[src/rtl/pulse_generator.sv]
// pulse_generator
//   Programmable square-wave source. Drives FREQ_OUT low for a programmed
//   number of CLK cycles, then high for a programmed number of cycles, and
//   repeats. New lengths come in through a one-deep valid/ready slot and are
//   only applied at a period boundary (entry into the low phase), so a
//   running waveform never produces a glitched period.
//
// Ports
//   CLK          system clock, rising edge
//   RST_N        asynchronous reset, active HIGH (legacy name)
//   EN           run request; the current period always completes
//   CFG_VALID    HIGH_IN/LOW_IN hold a new setting
//   CFG_READY    pending slot empty (combinational)
//   HIGH_IN      requested high-phase length, 0 is treated as 1
//   LOW_IN       requested low-phase length, 0 is treated as 1
//   FREQ_OUT     generated waveform (registered)
//   PULSE        strobe on the first cycle of each high phase
//   PERIOD_DONE  strobe on the last cycle of each high phase
//   BUSY         generator is in the low or high phase
module pulse_generator #(
   parameter int COUNTER_BITS = 16
) (
   input  logic                    CLK,
   input  logic                    RST_N,
   input  logic                    EN,
   input  logic                    CFG_VALID,
   output logic                    CFG_READY,
   input  logic [COUNTER_BITS-1:0] HIGH_IN,
   input  logic [COUNTER_BITS-1:0] LOW_IN,
   output logic                    FREQ_OUT,
   output logic                    PULSE,
   output logic                    PERIOD_DONE,
   output logic                    BUSY
);

   typedef logic [COUNTER_BITS-1:0] len_t;
   typedef enum logic [1:0] {S_IDLE, S_LOW, S_HIGH} state_t;

   localparam len_t ONE = len_t'(1);

   state_t state, state_nxt;
   len_t   cnt, cnt_nxt;
   len_t   active_high, active_low;
   len_t   pending_high, pending_low;
   logic   pending_valid;
   logic   boundary;
   logic   accept;
   logic   freq_q, pulse_q, done_q, busy_q;

   assign CFG_READY   = ~pending_valid;
   assign accept      = CFG_VALID & ~pending_valid;
   assign FREQ_OUT    = freq_q;
   assign PULSE       = pulse_q;
   assign PERIOD_DONE = done_q;
   assign BUSY        = busy_q;

   // Next-state / counter logic. A boundary (entry into LOW) reloads cnt from
   // whichever low length is in force after the pending slot is consumed.
   always_comb begin
      state_nxt = state;
      cnt_nxt   = cnt;
      boundary  = 1'b0;
      case (state)
         S_IDLE: begin
            if (EN) boundary = 1'b1;
         end
         S_LOW: begin
            if (cnt != '0) begin
               cnt_nxt = cnt - ONE;
            end else begin
               state_nxt = S_HIGH;
               cnt_nxt   = active_high - ONE;
            end
         end
         S_HIGH: begin
            if (cnt != '0)  cnt_nxt   = cnt - ONE;
            else if (EN)    boundary  = 1'b1;
            else            state_nxt = S_IDLE;
         end
         default: state_nxt = S_IDLE;
      endcase
      if (boundary) begin
         state_nxt = S_LOW;
         cnt_nxt   = (pending_valid ? pending_low : active_low) - ONE;
      end
   end

   always_ff @(posedge CLK or posedge RST_N) begin
      if (RST_N) begin
         state         <= S_IDLE;
         cnt           <= '0;
         active_high   <= ONE;
         active_low    <= ONE;
         pending_high  <= ONE;
         pending_low   <= ONE;
         pending_valid <= 1'b0;
      end else begin
         state <= state_nxt;
         cnt   <= cnt_nxt;
         // accept and consume are exclusive: a consume needs pending_valid=1,
         // which holds CFG_READY low.
         if (boundary && pending_valid) begin
            active_high   <= pending_high;
            active_low    <= pending_low;
            pending_valid <= 1'b0;
         end else if (accept) begin
            pending_high  <= (HIGH_IN == '0) ? ONE : HIGH_IN;
            pending_low   <= (LOW_IN  == '0) ? ONE : LOW_IN;
            pending_valid <= 1'b1;
         end
      end
   end

   // Outputs are flopped from the next state so they line up with the phase
   // the state register enters on the same edge.
   always_ff @(posedge CLK or posedge RST_N) begin
      if (RST_N) begin
         freq_q  <= 1'b0;
         pulse_q <= 1'b0;
         done_q  <= 1'b0;
         busy_q  <= 1'b0;
      end else begin
         freq_q  <= (state_nxt == S_HIGH);
         pulse_q <= (state_nxt == S_HIGH) && (state == S_LOW);
         done_q  <= (state_nxt == S_HIGH) && (cnt_nxt == '0);
         busy_q  <= (state_nxt != S_IDLE);
      end
   end

endmodule

[config.mk]
export PLATFORM = sky130hd
export DESIGN_NAME = pulse_generator
export DESIGN_NICKNAME = d
export VERILOG_FILES = /design/src/rtl/pulse_generator.sv
export SDC_FILE = /design/constraint.sdc
export NUM_CORES = 1
export LEC_CHECK = 0
export ABC_AREA = 1
export CAP_MARGIN = 20
export CORE_MARGIN = 4
export CORE_UTILIZATION = 45
export CTS_BUF_LIST = sky130_fd_sc_hd__clkbuf_8
export DETAILED_ROUTE_END_ITERATION = 7
export PLACE_DENSITY_LB_ADDON = 0.2
export SKIP_LAST_GASP = 1
export SYNTH_ARGS = -nofsm -noshare
export SYNTH_HDL_FRONTEND = slang
export SYNTH_SLANG_ARGS = --single-unit
[constraint.sdc]
create_clock -name CLK -period 3.7 [get_ports CLK]
set_input_delay 0.37 -clock CLK [delete_from_list [all_inputs] [get_ports CLK]]
set_output_delay 0.37 -clock CLK [all_outputs]
set_load 0.1 [all_outputs]
==> results of run 1 <==
## per-layer routing
metal | track usage [%] | vias up
met3 | 2.69 | 36
li1 | - | 2627
met4 | 10.3 | 0
met5 | 0 | -
met1 | 27.6 | 2328
met2 | 32.6 | 150
## where the power goes
part	total, mW	internal [mW]	switching [mW]
clock network	0.611	0.262	0.349
registers	0.980	0.971	0.00837
logic	0.132	0.0588	0.0735
total	1.72	1.29	0.431
## synthesized netlist by cell type (all sizes together)
cell / n
nand2: 300
nor2: 106
inv: 91
dfrtp: 83
o21ai: 74
nand3: 69
a21oi: 17
clkbuf: 16
nand4: 11
buf: 9
ha: 8
nor4: 8
xor2: 5
dfstp: 4
nand3b: 2
xnor2: 2
a211o: 1
a22oi: 1
a31oi: 1
clkinv: 1
nor3: 1
o21a: 1
## state kept, by name, indices dropped and copies added, names as in the netlist
signal         flops
cnt               16
pending_high      16
BUSY               1
PULSE              1
state              2
active_low        16
pending_low       16
PERIOD_DONE        1
FREQ_OUT           1
active_high       16
pending_valid      1
## worst paths after layout
| check | startpoint | to | slack, ns | cells past startpoint |
|---|---|---|---|---|
| setup / recovery | state[1] | PERIOD_DONE | 1.17 | 13 |
| hold / removal | RST_N | pending_high[7] | 0.29 | 2 |
| setup reg to reg | state[1] | PERIOD_DONE | 1.17 | 13 |
| hold reg to reg | pending_high[8] | active_high[8] | 0.48 | 2 |
| max in group asynchronous | RST_N | active_low[0] | 2.86 | 3 |
| min in group CLK | pending_high[8] | active_high[8] | 0.48 | 2 |
## cell families after synthesis
| family | count (synthesis) | share of synthesized area (%) |
|---|---|---|
| AOI/OAI and AO/OA | 95 | 9.11 |
| xor gates and xnor gates | 7 | 1.12 |
| adders and majority gates | 8 | 1.84 |
| buffers and inverters | 117 | 8.91 |
| DFF | 87 | 40.0 |
| and+or+nand+nor | 497 | 39.0 |
## area by class of cell
class	instances	area (µm²)	share of cell area (%)
Timing Repair Buffer	47	463	7.55
Tap cell	143	179	2.92
Inverter	92	349	5.69
Multi-Input combinational cell	607	2790	45.4
Sequential cell	87	2180	35.6
Clock buffer	10	138	2.24
Clock inverter	6	38.8	0.632
==> results.yml, run 1 <==
outcome:
  status: "finished, final reports clean"
worst_setup_path:
  timing.critical_path.buf_inv: 2
  crit_fanout: 16
  worst_ep_arrival_time_ns: 2.78
  start_kind: "flop"
  path_cells: "inv_1 > ha_1 > inv_1 > nand2_1 > nand2_1 > nand2_1 > nand2_1 > a21oi_1 > nor2_1 > nand2_1 > nor2_1 > nand3_1 > nor2_1"
  critPathRequiredTime_ns: 3.95
  critPathKind: "flop to flop"
  cp_common_cell: "nand2_1"
  cp_top_family: "simple AND/OR/NAND/NOR gates"
  end_kind: "flop"
  critical_path.slowest_cell: "ha_1"
  cpPeakStageDelay_ns: 0.59
finish:
  diodes: 0
  syn_to_final_growth_pct: 12.6
  fillers: 1183
  final_cell_mix: "292 x nand2_1, 86 x inv_1, 83 x dfrtp_1, 83 x nor2_1, 68 x nand3_1"
  final_area_um2: 6130
  stdcell_count: 992
  fin_util_pct: 52.8
  layout_commonest_cell: "nand2_1"
  drive_above_1_share_pct: 8.13
  fin_nets: 888
sta:
  final-max-slew-violation-count: 0
  rsz0062_at_grt: "no"
  skew_ns: 0.0132
  finalSetupViolations: 0
  fin_crit_sh_pct: 68.4
  finalCriticalPeriod_ns: 2.53
  setup_slack_ns: 1.17
  fin_setup_tns_ns: 0
  tightest_slew_ns: 0.966
  hold_slack_ns: 0.286
  finalHoldViolCount: 0
  relSlewSlack_pct: 35.4
  fmax_ghz: 0.395
clock_network:
  cts_buffers: 9
  cts_resized: 0
  cts_root_buf: "clkbuf_8"
  path_clk_slew_ns: 0.10
  cts_hold_buffers: 0
  post-cts-setup-buffers: 0
  cts.sinks: 87
  cts_buffer_depth: 2
  insertion_delay_ns: 0.36
  cts_tree: "built"
  cts.htree.levels: 3
global_routing:
  grt_overflow: 0
  grt_usage_pct: 20.5
  grt_pass1_wl_um: 23400
  antenna_found_initial: 0
  grt_pass1_vias: 4914
  grt_start_max_net_pins: 57
place:
  port_buffers: 40
  place_area_um2: 5940
  hpwl_um: 11100
  gp_congestion: 0.952
  placed_cells: 975
  dp_slack_ns: 1.19
drt:
  drt_iter0_markers: 488
  final_antenna_net_count: 0
  wl_met2_um: 6510
  wl_met3_um: 592
  drc_errors: 0
  vias: 5141
  viasPerCell: 5.18
  met1_length_um: 6610
  highest_layer: "met4"
  finalWirelength_um: 14200
  avgRoutedWirePerCell_um: 14.3
  firstDrtPassIters: 5
die:
  core_um2: 11600
  io_pins: 41
  initial_core_util_pct: 46.9
  dieArea_um2: 13900
  placementRows: 39
  die_w_um: 118
  fp.dieH_um: 118
synth:
  syn_inst: 811
  synth-warning-count: 0
  ys_ff_latch: 87
  avgSynthCellArea_um2: 6.72
  syn-cell-area_um2: 5450
  synth.distinct_cells: 34
  synth-seq-area-share_pct: 40.0
  syn-num-nets: 855
  synth_top_area_share_pct: 38.1
  synthTopCellsByArea: "dfrtp_1 38%, nand2_1 20%, nand3_1 6.2%"
  yosys.area.top_type: "dfrtp_1"
pwr:
  p_leak_nw: 3.05
  finalPower_mw: 1.72
  max-vdd-ir-drop_uv: 215
  power_density_nw_per_um2: 281
worst_hold_path:
  hold_class: "primary input to async pin"
run:
  cap_violations: 0
Note: power is estimated with default switching activity, not from simulation.
==> inputs of run 2 (changes only) <==
clock period = 2.65 ns   (was 3.7 ns; I/O delays follow)
==> run 2 against run 1 <==
Net effect:
- die area unchanged
- worst hold slack better by 0.0051 ns
- largest power group unchanged
- power up 43%
- sequential cell count unchanged
- maximum frequency up 5.4%
- sequential power up 40%
- cell area up 0.65%
- largest cell class unchanged
- non-clock buffer count up 4
- final cell count up 0.40%
- utilization up 0.34 points
- clock power up 49%
- combinational power up 40%
==> results.yml, run 2 (synthesized netlist as in run 1, its figures left out) <==
worst_setup_path:
  critical_path.slowest_cell: "dfrtp_1"
  cpPeakStageDelay_ns: 0.40
  cp_common_cell: "nand2_1"
  timing.rr.end: "PERIOD_DONE"
  crit_fanout: 10
  r2r_slack_ns: 0.25
  rr_worst_depth: 17
  start_kind: "flop"
  rr_startpoint: "cnt[0]"
  end_kind: "flop"
  critPathRequiredTime_ns: 2.90
  path_cells: "inv_1 > ha_1 > nand2_1 > nor2_1 > nand2_1 > nor2_4 > nand2_1 > nand2_1 > nand2_1 > nand3_1 > nand2_1 > nand2_1 > inv_1 > nand2_1 > nor2_1 > nand3_1 > nor2_1"
  worst_ep_arrival_time_ns: 2.65
  critPathKind: "flop to flop"
  crit_start: "cnt[0]"
sta:
  finalCriticalPeriod_ns: 2.40
  fin_setup_tns_ns: 0
  tightest_slew_ns: 0.664
  final-max-slew-violation-count: 0
  fmax_ghz: 0.417
  rsz0062_at_grt: "no"
  fin_crit_sh_pct: 90.6
  finalSetupViolations: 0
  relSlewSlack_pct: 55.7
  skew_ns: 0.0106
  finalHoldViolCount: 0
  hold_slack_ns: 0.291
global_routing:
  grt_overflow: 0
  grt_start_max_net_pins: 51
  antenna_found_initial: 0
  grt_pass1_vias: 4903
  grt_pass1_wl_um: 23400
  grt_usage_pct: 20.6
finish:
  fin_nets: 892
  fin_util_pct: 53.2
  fillers: 1186
  final_cell_mix: "292 x nand2_1, 84 x inv_1, 83 x dfrtp_1, 83 x nor2_1, 68 x nand3_1"
  drive_above_1_share_pct: 9.26
  layout_commonest_cell: "nand2_1"
  stdcell_count: 996
  syn_to_final_growth_pct: 13.3
  diodes: 0
  final_area_um2: 6170
pwr:
  max-vdd-ir-drop_uv: 292
  power_density_nw_per_um2: 399
  p_leak_nw: 3.09
drt:
  vias: 5152
  avgRoutedWirePerCell_um: 14.0
  final_antenna_net_count: 0
  viasPerCell: 5.17
  finalWirelength_um: 13900
  drt_iter0_markers: 433
  drc_errors: 0
  firstDrtPassIters: 5
clock_network:
  cts_root_buf: "clkbuf_8"
  cts_buffers: 9
  cts_tree: "built"
  insertion_delay_ns: 0.36
  cts.sinks: 87
  cts.htree.levels: 3
  cts_hold_buffers: 0
  path_clk_slew_ns: 0.09
  cts_buffer_depth: 2
die:
  die_w_um: 118
  io_pins: 41
  fp.dieH_um: 118
  dieArea_um2: 13900
  core_um2: 11600
  initial_core_util_pct: 46.9
  placementRows: 39
place:
  port_buffers: 40
  placed_cells: 980
  gp_congestion: 0.966
  place_area_um2: 5980
  hpwl_um: 10800
worst_hold_path:
  hold_class: "primary input to async pin"
run:
  cap_violations: 0
outcome:
  status: "finished, final reports clean"
## run 2: power breakdown
part	internal, mW	leakage (nW)	switching, mW
logic	0.0812	1.97	0.103
registers	1.36	1.02	0.0117
clock network	0.401	0.100	0.511
## run 2: routing by layer
layer / global-route usage, % / share of wire [%] / wire length, µm
met1: 28.1 / 47 / 6560
met2: 33.3 / 46 / 6400
met3: 2.21 / 4.4 / 612
met4: 9.01 / 2.6 / 363
met5: 0 / 0 / 0
## run 2: through the flow
step | setup slack (ns) | total power, mW
2_1_floorplan | 0.141 | 1.48
3_3_place_gp | 0.335 | 1.58
3_5_place_dp | 0.272 | 1.58
4_1_cts | 0.240 | 2.48
5_1_grt | 0.0269 | 2.58
6_report | 0.250 | 2.46
## run 2: cell type report
cell class                 count  area (µm²)  area share (%)
multi-input combinational    607        2790            45.2
sequential                    87        2180            35.3
timing repair buffer          51         483            7.82
inverter                      92         349            5.65
tap                          143         179            2.90
clock buffer                  11         151            2.45
clock inverter                 5        40.0           0.648
## run 2: timing repair
item / in CTS / in global routing
setup endpoints to repair: 0 / 1
endpoints found under the hold margin: 0 / 0
resized for setup: 0 / 1
setup buffers: 0 / 0
## run 2: worst max path at each step
stage	to	slack [ns]	depth (start not counted)
floorplan	BUSY	0.14	1
global placement	PERIOD_DONE	0.34	16
detailed placement	PERIOD_DONE	0.27	16
CTS	PERIOD_DONE	0.24	16
global route	PERIOD_DONE	0.03	16
finish	PERIOD_DONE	0.25	17
## run 2: critical path: cells and delay by family (launching register included)
| family | cells | cell delay, ns |
|---|---|---|
| buffers and inverters | 2 | 0.19 |
| AND/OR/NAND/NOR | 14 | 1.47 |
| adder cells (fa/ha/maj) | 1 | 0.23 |
| flip-flops | 1 | 0.40 |
==> inputs of run 3 (changes only) <==
clock period = 2.4 ns   (was 2.65 ns; I/O delays follow)
==> run 3 against run 2 <==
Net effect:
- critical path type unchanged
- final cell count rose by 1.2%
- largest cell class unchanged
- die area unchanged
- global-route usage decreased by 0.10 points
- critical path depth increased by 3
- sequential power increased by 10%
- maximum frequency rose by 7.3%
==> results.yml, run 3 (synthesized netlist as in run 1, its figures left out) <==
outcome:
  status: "finished, final reports clean"
finish:
  fin_util_pct: 54.6
  layout_commonest_cell: "nand2_1"
  fin_nets: 904
  final_area_um2: 6340
  final_cell_mix: "290 x nand2_1, 83 x inv_1, 82 x dfrtp_1"
  drive_above_1_share_pct: 11.6
  syn_to_final_growth_pct: 16.4
  diodes: 0
worst_setup_path:
  worst_ep_arrival_time_ns: 2.51
  end_kind: "flop"
  crit_fanout: 8
  critPathRequiredTime_ns: 2.67
  start_kind: "flop"
  critPathKind: "flop to flop"
place:
  hpwl_um: 10900
  gp_congestion: 0.936
  dp_slack_ns: -0.0359
  place_area_um2: 6050
  port_buffers: 40
sta:
  finalSetupViolations: 0
  fin_crit_sh_pct: 93.2
  finalCriticalPeriod_ns: 2.24
  final-max-slew-violation-count: 0
  tightest_slew_ns: 0.507
  setup_slack_ns: 0.163
  finalHoldViolCount: 0
  fin_setup_tns_ns: 0
  fmax_ghz: 0.447
  skew_ns: 0.00963
  relSlewSlack_pct: 66.1
clock_network:
  cts.sinks: 87
  cts.htree.levels: 3
  path_clk_slew_ns: 0.09
  cts_tree: "built"
  cts_root_buf: "clkbuf_8"
  cts_buffers: 9
  insertion_delay_ns: 0.38
  cts_buffer_depth: 2
  cts_hold_buffers: 0
drt:
  viasPerCell: 5.08
  firstDrtPassIters: 7
  avgRoutedWirePerCell_um: 13.9
  finalWirelength_um: 14000
  drc_errors: 0
  vias: 5121
  final_antenna_net_count: 0
  drt_iter0_markers: 365
die:
  io_pins: 41
  die_w_um: 118
  placementRows: 39
  core_um2: 11600
  fp.dieH_um: 118
  dieArea_um2: 13900
  initial_core_util_pct: 46.9
run:
  cap_violations: 0
global_routing:
  grt_pass1_wl_um: 23400
  grt_overflow: 0
  grt_usage_pct: 20.5
  antenna_found_initial: 0
  grt_pass1_vias: 4771
  grt_start_max_net_pins: 88
pwr:
  finalPower_mw: 2.83
  power_density_nw_per_um2: 447
  max-vdd-ir-drop_uv: 406
  p_leak_nw: 3.15
worst_hold_path:
  hold_class: "primary input to async pin"
==> run 3: power by group <==
part / internal [mW] / total (mW) / switching, mW
registers: 1.50 / 1.51 / 0.0126
logic: 0.0891 / 0.202 / 0.113
clock network: 0.548 / 1.12 / 0.574
==> run 3: worst max-delay path: stages (launching register included) <==
cell and delay, ns:
dfrtp_1 0.41, inv_1 0.12, ha_4 0.15, inv_1 0.04
nor2_1 0.07, nand2_1 0.08, nor2_4 0.18, nand2_4 0.09
buf_4 0.17, nand2_1 0.09, inv_1 0.07, nand2_1 0.06
nor2_1 0.04, nor2_2 0.16, nand2_2 0.09, nand2_2 0.09
inv_2 0.03, nand2_1 0.05, nor2_1 0.03, nand3_1 0.07
nor2_1 0.04
==> run 3: final timing paths <==
kind | start | endpoint | slack (ns) | cells after the start
worst max register to register | cnt[0] | PERIOD_DONE | 0.16 | 20
min in group CLK | HIGH_IN[8] | pending_high[8] | 0.43 | 3
worst min register to register | pending_high[3] | pending_high[3] | 0.48 | 2
worst max-delay path | cnt[0] | PERIOD_DONE | 0.16 | 20
worst min-delay path | RST_N | pending_high[14] | 0.32 | 3
max in group asynchronous | RST_N | active_low[0] | 1.69 | 3
==> run 3: timing repair <==
item	in CTS	in global routing
resized for setup	1	12
setup endpoints to repair	1	21
setup buffers	0	5
pin swaps	0	3
==> run 3: metrics by stage <==
step                      hold WS, ns  instances
after floorplan                 0.357        811
after global placement          0.457        987
after detailed placement        0.461        987
after CTS                       0.352       1003
after global routing            0.382       1008
final                           0.324       1008
==> run 3: cell type report <==
cell class | count | area (µm²)
clock buffer | 11 | 151
clock inverter | 5 | 63.8
fill | 1198 | 5270
inverter | 92 | 352
multi-input combinational | 607 | 2830
sequential | 87 | 2180
tap | 143 | 179
timing repair buffer | 63 | 586
==> run 3: layer usage <==
layer | routed length (µm) | vias up | track usage [%]
met5 | 0 | - | 0
met4 | 391 | 0 | 8.42
met3 | 507 | 26 | 2.35
met2 | 6400 | 123 | 32.9
met1 | 6710 | 2316 | 28.2
li1 | - | 2656 | -
